[src/rtl/i2c_pkg.sv]
// Shared definitions for the I2C burst-read sequencer: peripheral register map,
// control/status bit constants and the state encodings.
package i2c_pkg;

    localparam logic [3:0] REG_PRERL = 4'd0;
    localparam logic [3:0] REG_PRERH = 4'd1;
    localparam logic [3:0] REG_CTR   = 4'd2;
    localparam logic [3:0] REG_TXR   = 4'd3;
    localparam logic [3:0] REG_RXR   = 4'd3;
    localparam logic [3:0] REG_CR    = 4'd4;
    localparam logic [3:0] REG_SR    = 4'd4;

    localparam logic [7:0] CR_STA = 8'h80;
    localparam logic [7:0] CR_STO = 8'h40;
    localparam logic [7:0] CR_RD  = 8'h20;
    localparam logic [7:0] CR_WR  = 8'h10;
    localparam logic [7:0] CR_ACK = 8'h08;
    localparam logic [7:0] CTR_EN = 8'h80;

    localparam int SR_RXACK = 7;
    localparam int SR_TIP   = 1;

    typedef enum logic [3:0] {
        ST_PRERL, ST_PRERH, ST_CTR, ST_IDLE, ST_TXR,
        ST_CMD, ST_POLL, ST_RXR, ST_DONE, ST_STOP
    } seq_state_t;

    typedef enum logic [1:0] {PH_WADDR, PH_REG, PH_RADDR, PH_DATA} phase_t;

    typedef enum logic [1:0] {OP_WR, OP_RD, OP_POLL} bus_op_t;

    typedef enum logic [1:0] {B_IDLE, B_ACC, B_SAMP, B_GAP} bus_state_t;

endpackage

[src/rtl/i2c_seq_busif.sv]
// Bus access engine: issues one single-cycle access per request, samples read
// data one cycle later, and runs status polling with a saturating timeout.
module i2c_seq_busif
    import i2c_pkg::*;
#(
    parameter int TIMEOUT = 65535
) (
    input  logic        clk,
    input  logic        rst,
    input  logic        req,
    input  bus_op_t     op,
    input  logic [3:0]  addr,
    input  logic [7:0]  wdata,
    output logic        ack,
    output logic        tmo,
    output logic [7:0]  rdata,
    output logic        m_cs,
    output logic        m_wr,
    output logic        m_rd,
    output logic [3:0]  m_addr,
    output logic [15:0] m_dout,
    input  logic [15:0] m_din
);

    localparam logic [15:0] TMO_LIM = 16'(TIMEOUT);

    bus_state_t  state_q, state_d;
    bus_op_t     op_q;
    logic [3:0]  addr_q;
    logic [7:0]  wdata_q;
    logic [15:0] tcnt_q;
    logic        tip;
    logic [7:0]  unused_din_hi;

    assign tip           = m_din[SR_TIP];
    assign rdata         = m_din[7:0];
    assign unused_din_hi = m_din[15:8];

    // tcnt counts every cycle spent in a poll so a stuck TIP is bounded
    always_ff @(posedge clk) begin
        if (rst) begin
            state_q <= B_IDLE;
            tcnt_q  <= '0;
        end else begin
            state_q <= state_d;
            if (state_q == B_IDLE && req)
                tcnt_q <= '0;
            else if (state_q != B_IDLE && op_q == OP_POLL && tcnt_q != '1)
                tcnt_q <= tcnt_q + 16'd1;
        end
    end

    always_ff @(posedge clk) begin
        if (state_q == B_IDLE && req) begin
            op_q    <= op;
            addr_q  <= addr;
            wdata_q <= wdata;
        end
    end

    always_comb begin
        state_d = state_q;
        ack     = 1'b0;
        tmo     = 1'b0;
        m_cs    = 1'b0;
        m_wr    = 1'b0;
        m_rd    = 1'b0;
        m_addr  = '0;
        m_dout  = '0;
        case (state_q)
            B_IDLE: if (req) state_d = B_ACC;
            B_ACC: begin
                m_cs   = 1'b1;
                m_addr = addr_q;
                if (op_q == OP_WR) begin
                    m_wr    = 1'b1;
                    m_dout  = {8'h00, wdata_q};
                    state_d = B_GAP;
                end else begin
                    m_rd    = 1'b1;
                    state_d = B_SAMP;
                end
            end
            B_SAMP: begin
                if (op_q == OP_RD || !tip) begin
                    ack     = 1'b1;
                    state_d = B_IDLE;
                end else if (tcnt_q >= TMO_LIM) begin
                    tmo     = 1'b1;
                    state_d = B_IDLE;
                end else begin
                    state_d = B_ACC;
                end
            end
            B_GAP: begin
                ack     = 1'b1;
                state_d = B_IDLE;
            end
            default: state_d = B_IDLE;
        endcase
    end

endmodule

[src/rtl/i2c_mpu_seq.sv]
// Burst-read sequencer driving a peripheral_i2c master: init after reset, then
// one addressed register burst read per start. Optional I2C_SEQ_WORD16_EN pairs bytes into words.
module i2c_mpu_seq
    import i2c_pkg::*;
#(
    parameter logic [6:0]  SLAVE_ADDR7 = 7'h69,
    parameter logic [15:0] PRESCALE    = 16'h09E5,
    parameter logic [7:0]  REG_ADDR    = 8'h3B,
    parameter int          NBYTES      = 6,
    parameter int          TIMEOUT     = 65535
) (
    input  logic        clk,
    input  logic        rst,
    input  logic        start,
    output logic        busy,
    output logic        done,
    output logic        err,
    output logic [7:0]  rd_data,
    output logic        rd_valid,
    output logic        m_cs,
    output logic        m_wr,
    output logic        m_rd,
    output logic [3:0]  m_addr,
    output logic [15:0] m_dout,
    input  logic [15:0] m_din
`ifdef I2C_SEQ_WORD16_EN
    ,
    output logic [15:0] word_data,
    output logic        word_valid
`endif
);

    localparam logic [7:0] WADDR = {SLAVE_ADDR7, 1'b0};
    localparam logic [7:0] RADDR = {SLAVE_ADDR7, 1'b1};
    localparam logic [3:0] LAST  = 4'(NBYTES - 1);

    seq_state_t state_q, state_d;
    phase_t     phase_q, phase_d;
    logic [3:0] cnt_q, cnt_d;
    logic       issued_q, issued_d;
    logic       cmd, req, ack, tmo;
    bus_op_t    op;
    logic [3:0] addr;
    logic [7:0] wdata, bus_rdata;
    logic       vld_p0, done_p0, err_p0;

    i2c_seq_busif #(.TIMEOUT(TIMEOUT)) u_busif (
        .clk(clk), .rst(rst), .req(req), .op(op), .addr(addr), .wdata(wdata),
        .ack(ack), .tmo(tmo), .rdata(bus_rdata),
        .m_cs(m_cs), .m_wr(m_wr), .m_rd(m_rd), .m_addr(m_addr),
        .m_dout(m_dout), .m_din(m_din)
    );

    assign busy = (state_q != ST_IDLE);

    always_ff @(posedge clk) begin
        if (rst) begin
            state_q  <= ST_PRERL;
            phase_q  <= PH_WADDR;
            cnt_q    <= '0;
            issued_q <= 1'b0;
            rd_valid <= 1'b0;
            rd_data  <= '0;
            done     <= 1'b0;
            err      <= 1'b0;
        end else begin
            state_q  <= state_d;
            phase_q  <= phase_d;
            cnt_q    <= cnt_d;
            issued_q <= issued_d;
            rd_valid <= vld_p0;
            done     <= done_p0;
            err      <= err_p0;
            if (vld_p0) rd_data <= bus_rdata;
        end
    end

    always_comb begin
        state_d = state_q;
        phase_d = phase_q;
        cnt_d   = cnt_q;
        cmd     = 1'b0;
        op      = OP_WR;
        addr    = '0;
        wdata   = '0;
        vld_p0  = 1'b0;
        done_p0 = 1'b0;
        err_p0  = 1'b0;
        case (state_q)
            ST_PRERL: begin
                cmd = 1'b1; addr = REG_PRERL; wdata = PRESCALE[7:0];
                if (ack) state_d = ST_PRERH;
            end
            ST_PRERH: begin
                cmd = 1'b1; addr = REG_PRERH; wdata = PRESCALE[15:8];
                if (ack) state_d = ST_CTR;
            end
            ST_CTR: begin
                cmd = 1'b1; addr = REG_CTR; wdata = CTR_EN;
                if (ack) state_d = ST_IDLE;
            end
            ST_IDLE: begin
                if (start) begin
                    state_d = ST_TXR;
                    phase_d = PH_WADDR;
                    cnt_d   = '0;
                end
            end
            ST_TXR: begin
                cmd  = 1'b1;
                addr = REG_TXR;
                case (phase_q)
                    PH_WADDR: wdata = WADDR;
                    PH_REG:   wdata = REG_ADDR;
                    default:  wdata = RADDR;
                endcase
                if (ack) state_d = ST_CMD;
            end
            ST_CMD: begin
                cmd  = 1'b1;
                addr = REG_CR;
                case (phase_q)
                    PH_REG:  wdata = CR_WR;
                    PH_DATA: wdata = (cnt_q == LAST) ? (CR_RD | CR_STO | CR_ACK) : CR_RD;
                    default: wdata = CR_STA | CR_WR;
                endcase
                if (ack) state_d = ST_POLL;
            end
            ST_POLL: begin
                cmd  = 1'b1;
                op   = OP_POLL;
                addr = REG_SR;
                if (tmo) begin
                    state_d = ST_STOP;
                end else if (ack) begin
                    // address/register phases abort on NACK; data bytes are master-acked
                    if (phase_q != PH_DATA && bus_rdata[SR_RXACK]) begin
                        state_d = ST_STOP;
                    end else begin
                        case (phase_q)
                            PH_WADDR: begin phase_d = PH_REG;   state_d = ST_TXR; end
                            PH_REG:   begin phase_d = PH_RADDR; state_d = ST_TXR; end
                            PH_RADDR: begin phase_d = PH_DATA;  state_d = ST_CMD; end
                            default:  state_d = ST_RXR;
                        endcase
                    end
                end
            end
            ST_RXR: begin
                cmd  = 1'b1;
                op   = OP_RD;
                addr = REG_RXR;
                if (ack) begin
                    vld_p0 = 1'b1;
                    if (cnt_q == LAST) begin
                        state_d = ST_DONE;
                    end else begin
                        cnt_d   = cnt_q + 4'd1;
                        state_d = ST_CMD;
                    end
                end
            end
            ST_DONE: begin
                done_p0 = 1'b1;
                state_d = ST_IDLE;
            end
            ST_STOP: begin
                cmd = 1'b1; addr = REG_CR; wdata = CR_STO;
                if (ack) begin
                    err_p0  = 1'b1;
                    state_d = ST_IDLE;
                end
            end
            default: state_d = ST_PRERL;
        endcase
        // each command state issues exactly one request, then waits for ack/tmo
        req      = cmd && !issued_q;
        issued_d = (state_d == state_q) ? (issued_q | req) : 1'b0;
    end

`ifdef I2C_SEQ_WORD16_EN
    logic [7:0] hi_q;
    logic       half_q;

    always_ff @(posedge clk) begin
        if (rst) begin
            half_q     <= 1'b0;
            word_valid <= 1'b0;
            word_data  <= '0;
        end else begin
            word_valid <= 1'b0;
            if (state_q == ST_IDLE) begin
                half_q <= 1'b0;
            end else if (vld_p0) begin
                if (half_q) begin
                    word_data  <= {hi_q, bus_rdata};
                    word_valid <= 1'b1;
                end
                half_q <= ~half_q;
            end
        end
    end

    always_ff @(posedge clk) begin
        if (vld_p0 && !half_q) hi_q <= bus_rdata;
    end
`endif

endmodule

[config.mk]
export PLATFORM = sky130hd
export DESIGN_NAME = i2c_mpu_seq
export DESIGN_NICKNAME = d
export VERILOG_FILES = /design/src/rtl/i2c_pkg.sv /design/src/rtl/i2c_seq_busif.sv /design/src/rtl/i2c_mpu_seq.sv
export SDC_FILE = /design/constraint.sdc
export NUM_CORES = 1
export LEC_CHECK = 0
export BUFFER_PORTS_ARGS = -buffer_cell sky130_fd_sc_hd__buf_2
export CAP_MARGIN = 20
export CORE_ASPECT_RATIO = 1.1
export CORE_UTILIZATION = 45
export DETAILED_ROUTE_END_ITERATION = 12
export MAX_ROUTING_LAYER = met4
export PLACE_DENSITY = 0.66
export SYNTH_ARGS = -nofsm -noshare
export SYNTH_HDL_FRONTEND = slang
export SYNTH_HIERARCHICAL = 1
export SYNTH_SLANG_ARGS = --single-unit
[constraint.sdc]
create_clock -name clk -period 3.1 [get_ports clk]
set_input_delay 0.31 -clock clk [delete_from_list [all_inputs] [get_ports clk]]
set_output_delay 0.31 -clock clk [all_outputs]
set_load 0.05 [all_outputs]
==> results.txt <==
----------------------------------------------------
[Worst setup path]
  Worst Path Arrival ... 2770 ps
  Worst path max stage delay ... 650 ps
  Total stage count of the critical path ... 8
  Critical path capture point type ... flop
  Category of the critical setup timing path ... reg -> reg
  Top delay family on crit path ... simple AND/OR/NAND/NOR gates
  Standard cell with the maximum stage delay on the critical path ... sky130_fd_sc_hd__or4b_2
  Count of buffering cells on the critical path with inverters included ... 0
  Cell count of the worst reg-to-reg path ... 8
  Crit path cell chain ... nor2b_1, nor3b_1, nor2b_2, or4b_2, o211ai_2, a211oi_2, xnor2_1, a2111oi_2
  Critical Path RT ... 3310 ps
  Crit start category ... flop
  CP Max Fanout ... 12

[Global routing]
  Via count of the first global-routing pass ... 2,329
  Number of antenna violations at the first check in global routing ... 0
  Global-route wire length before repair ... 10,640 um
  Grt ovf ... 0
  Pin count of the biggest net entering global routing ... 27
  Combined global-route utilization of all metal layers ... 18.62%

[Placed design]
  Number of buffers added on ports ... 37
  Routability cong. ... 0.9470
  Total cell area at the placement stage ... 3358 um2
  Post-Place Setup Slack ... 578.1 ps
  Total half-perimeter wirelength after legalization and detailed placement ... 4776 um

[Routing]
  Vias ... 2,674
  Length of the first detailed-routing pass in iterations ... 4
  Antenna Nets Post-Route ... 0
  Drt total wl ... 6606 um
  Number of remaining DRC errors ... 0
  DRC violation total after the first TritonRoute iteration ... 106
  Routed wirelength normalized by instance count ... 14.21 um
  Ratio of routed vias to standard cells ... 5.751

[Cells and area]
  Post-layout nets ... 405
  Most common cell after layout, fill and taps aside ... sky130_fd_sc_hd__dfxtp_1
  Commonest non-fill, non-tap cells in the layout ... 40 x sky130_fd_sc_hd__dfxtp_1, 37 x sky130_fd_sc_hd__buf_2, 27 x sky130_fd_sc_hd__nand2_1
  Fraction of layout instances using a drive strength above 1 ... 21.58%
  Ant. Diodes ... 0
  Syn-to-layout area delta ... 7.367%
  Final standard cell area without fillers ... 3465 um2

[CTS]
  Latest clock arrival within the worst-skew pair ... 310 ps
  Maximum clock insertion buffer count ... 2
  Clock Sink Count ... 54
  Root buf cell ... sky130_fd_sc_hd__clkbuf_8
  Clock tree from TritonCTS ... built
  Total CTS buffers ... 5
  Level count of the clock H-tree ... 2
  Post-CTS Hold Buffers ... 0
  Post-CTS setup buffers ... 0
  Register clock-pin slew on the reported worst setup and hold paths ... 100 ps
  CTS-repair resized insts ... 0

[Logic synthesis]
  Count of unique library cells instantiated by Yosys ... 71
  Synth Warn # ... 6
  Number of flops mapped to enable cells by yosys ... 14
  Share of the yosys chip area belonging to registers ... 37.84%
  Ys flop type ... sky130_fd_sc_hd__dfxtp_1
  Post-synthesis instance total ... 356
  Average cell area after synthesis ... 9.064 um2
  Number of register bits inferred by synthesis ... 54
  Post-synthesis async set-or-reset flop share ... 0%
  Cell area after synthesis ... 3227 um2

[Power and ir drop]
  Reg power frac ... 48.0%
  Fraction of power consumed by combinational cells ... 24.1%
  Net switching component of the power ... 0.5476 mW
  VDD IR-drop max ... 0.2031 mV
  Clock network fraction of design power ... 27.9%
  Power density over the cells ... 485.4 nW/um2
  Static power due to leakage ... 1.336 nW
  Final total power ... 1.682 mW
  Cell internal power dissipation ... 1.134 mW
  Switching part of the total power ... 32.56%

[Timing]
  Hold violation total from the final report ... 0
  WHS ... 244.9 ps
  Final Worst Setup Slack ... 538.0 ps
  Count of final max-slew check failures ... 0
  Setup_tns ... 0 ps
  Slew at the pin closest to its max-slew limit ... 800.6 ps
  Shortest clock period the worst path allows after layout ... 2562 ps
  Setup skew after layout ... 10.16 ps
  Worst slew margin relative to its limit ... 46.55%
  Final period util ... 82.64%
  Upper clock frequency limit ... 390.3 MHz
  Final Setup Violations ... 0
  Setup repair after global routing missed its margin ... false

[Floorplanning]
  Die Outline Area ... 7514 um2
  Number of ports placed on the die boundary ... 54
  Core Footprint ... 6967 um2
  Die H ... 90.82 um
  Number of core rows ... 32
  Horizontal die dimension ... 82.74 um
  Starting density of the core ... 46.32%

[Hold path]
  Count of cells along the worst hold path ... 3
  Class of the worst hold path ... in -> reg

[Outcome]
  Outcome ... complete, no violations

[Run]
  Maxcap violations ... 0

----------------------------------------------------
==> power groups by stage <==
stage	clock network (mW)	registers (mW)	logic, mW
after detailed placement	0	0.825	0.407
after global routing	0.506	0.815	0.437
after CTS	0.486	0.808	0.408
after floorplan	0	0.814	0.346
after global placement	0	0.823	0.403
final	0.468	0.808	0.405
==> metal layers <==
| metal | global-route usage (%) | vias up | part of all wire, % |
|---|---|---|---|
| met5 | - | - | 0 |
| met4 | 6.753 | 0 | 1.7 |
| met3 | 3.131 | 11 | 2.9 |
| met2 | 30.94 | 40 | 51 |
| met1 | 22.12 | 1293 | 45 |
| li1 | - | 1330 | - |
==> worst paths after layout <==
kind                   startpoint          to  slack [ps]
hold / removal           m_din[5]  rd_data[5]         240
setup reg to reg  u_busif/op_q[1]    issued_q         540
hold reg to reg        rd_data[1]  rd_data[1]         460
setup / recovery  u_busif/op_q[1]    issued_q         540
==> layout make-up <==
cell class | instances | area [um2]
Tap cell | 85 | 106.4
Sequential cell | 54 | 1221
Inverter | 9 | 33.78
Fill cell | 690 | 3502
Timing Repair Buffer | 44 | 237.7
Multi-Input combinational cell | 265 | 1759
Clock buffer | 7 | 76.32
Clock inverter | 1 | 30.03
==> tightest hold or removal path, stage by stage <==
cell	delay, ps
sky130_fd_sc_hd__buf_2	90
sky130_fd_sc_hd__nand3_1	50
sky130_fd_sc_hd__a21oi_1	50
==> per-stage QoR <==
stage | cells | util, %
after global placement | 457 | 48.20
after CTS | 465 | 49.73
after detailed placement | 457 | 48.20
after global routing | 465 | 49.73
after floorplan | 363 | -
final | 465 | 49.73
==> cells in the mapped netlist, types with 3 or more instances <==
| library cell | instances | share of area [%] |
|---|---|---|
| sky130_fd_sc_hd__nand2b_1 | 8 | 1.6 |
| sky130_fd_sc_hd__nand3_1 | 18 | 2.8 |
| sky130_fd_sc_hd__ha_1 | 7 | 2.7 |
| sky130_fd_sc_hd__nor3_1 | 10 | 1.6 |
| sky130_fd_sc_hd__nand2_1 | 27 | 3.1 |
| sky130_fd_sc_hd__nor4_1 | 6 | 1.2 |
| sky130_fd_sc_hd__a21oi_2 | 7 | 1.9 |
| sky130_fd_sc_hd__and3_1 | 11 | 2.1 |
| sky130_fd_sc_hd__nand4_2 | 3 | 1.2 |
| sky130_fd_sc_hd__buf_2 | 7 | 1.1 |
| sky130_fd_sc_hd__a311oi_1 | 3 | 0.81 |
| sky130_fd_sc_hd__nand4_1 | 6 | 1.2 |
| sky130_fd_sc_hd__buf_4 | 17 | 4.0 |
| sky130_fd_sc_hd__nor2_1 | 23 | 2.7 |
| sky130_fd_sc_hd__a21oi_1 | 23 | 3.6 |
| sky130_fd_sc_hd__o21ai_1 | 3 | 0.47 |
| sky130_fd_sc_hd__nor2b_1 | 9 | 1.7 |
| sky130_fd_sc_hd__xor2_1 | 3 | 0.81 |
| sky130_fd_sc_hd__edfxtp_1 | 14 | 13 |
| sky130_fd_sc_hd__o41ai_1 | 3 | 0.81 |
| sky130_fd_sc_hd__o31ai_1 | 6 | 1.4 |
| sky130_fd_sc_hd__o21a_1 | 3 | 0.70 |
| sky130_fd_sc_hd__clkbuf_1 | 4 | 0.47 |
| sky130_fd_sc_hd__o21ai_0 | 4 | 0.62 |
| sky130_fd_sc_hd__and4_1 | 3 | 0.81 |
| sky130_fd_sc_hd__dfxtp_1 | 40 | 25 |
| sky130_fd_sc_hd__buf_6 | 5 | 1.7 |
| sky130_fd_sc_hd__or3_1 | 6 | 1.2 |
| sky130_fd_sc_hd__and2_1 | 4 | 0.78 |
| sky130_fd_sc_hd__or4_1 | 6 | 1.4 |
| sky130_fd_sc_hd__or2_2 | 4 | 0.78 |
| sky130_fd_sc_hd__mux2i_1 | 6 | 1.9 |
| sky130_fd_sc_hd__inv_1 | 9 | 1.0 |
==> kinds of logic (layout without fill, tap and decap cells) <==
kind of cell | Yosys count | after routing | share of synthesized area [%]
other | 2 | 9 | 0.2327
AOI/OAI and AO/OA | 71 | 71 | 15.90
and+or+nand+nor | 168 | 168 | 31.83
muxes | 6 | 6 | 1.861
xor gates and xnor gates | 4 | 4 | 1.086
buffers and inverters | 44 | 61 | 8.530
DFF | 54 | 54 | 37.84
adders and majority gates | 7 | 7 | 2.714
==> sequential cells by signal, indices dropped and copies added, names as in the netlist <==
| name | flops |
|---|---|
| rd_valid | 1 |
| phase_q | 2 |
| state_q | 4 |
| err | 1 |
| u_busif/addr_q | 4 |
| rd_data | 8 |
| cnt_q | 4 |
| done | 1 |
| u_busif/tcnt_q | 16 |
| u_busif/op_q | 2 |
| issued_q | 1 |
| u_busif/wdata_q | 8 |
| u_busif/state_q | 2 |
Power figures use the tool's default switching activity.
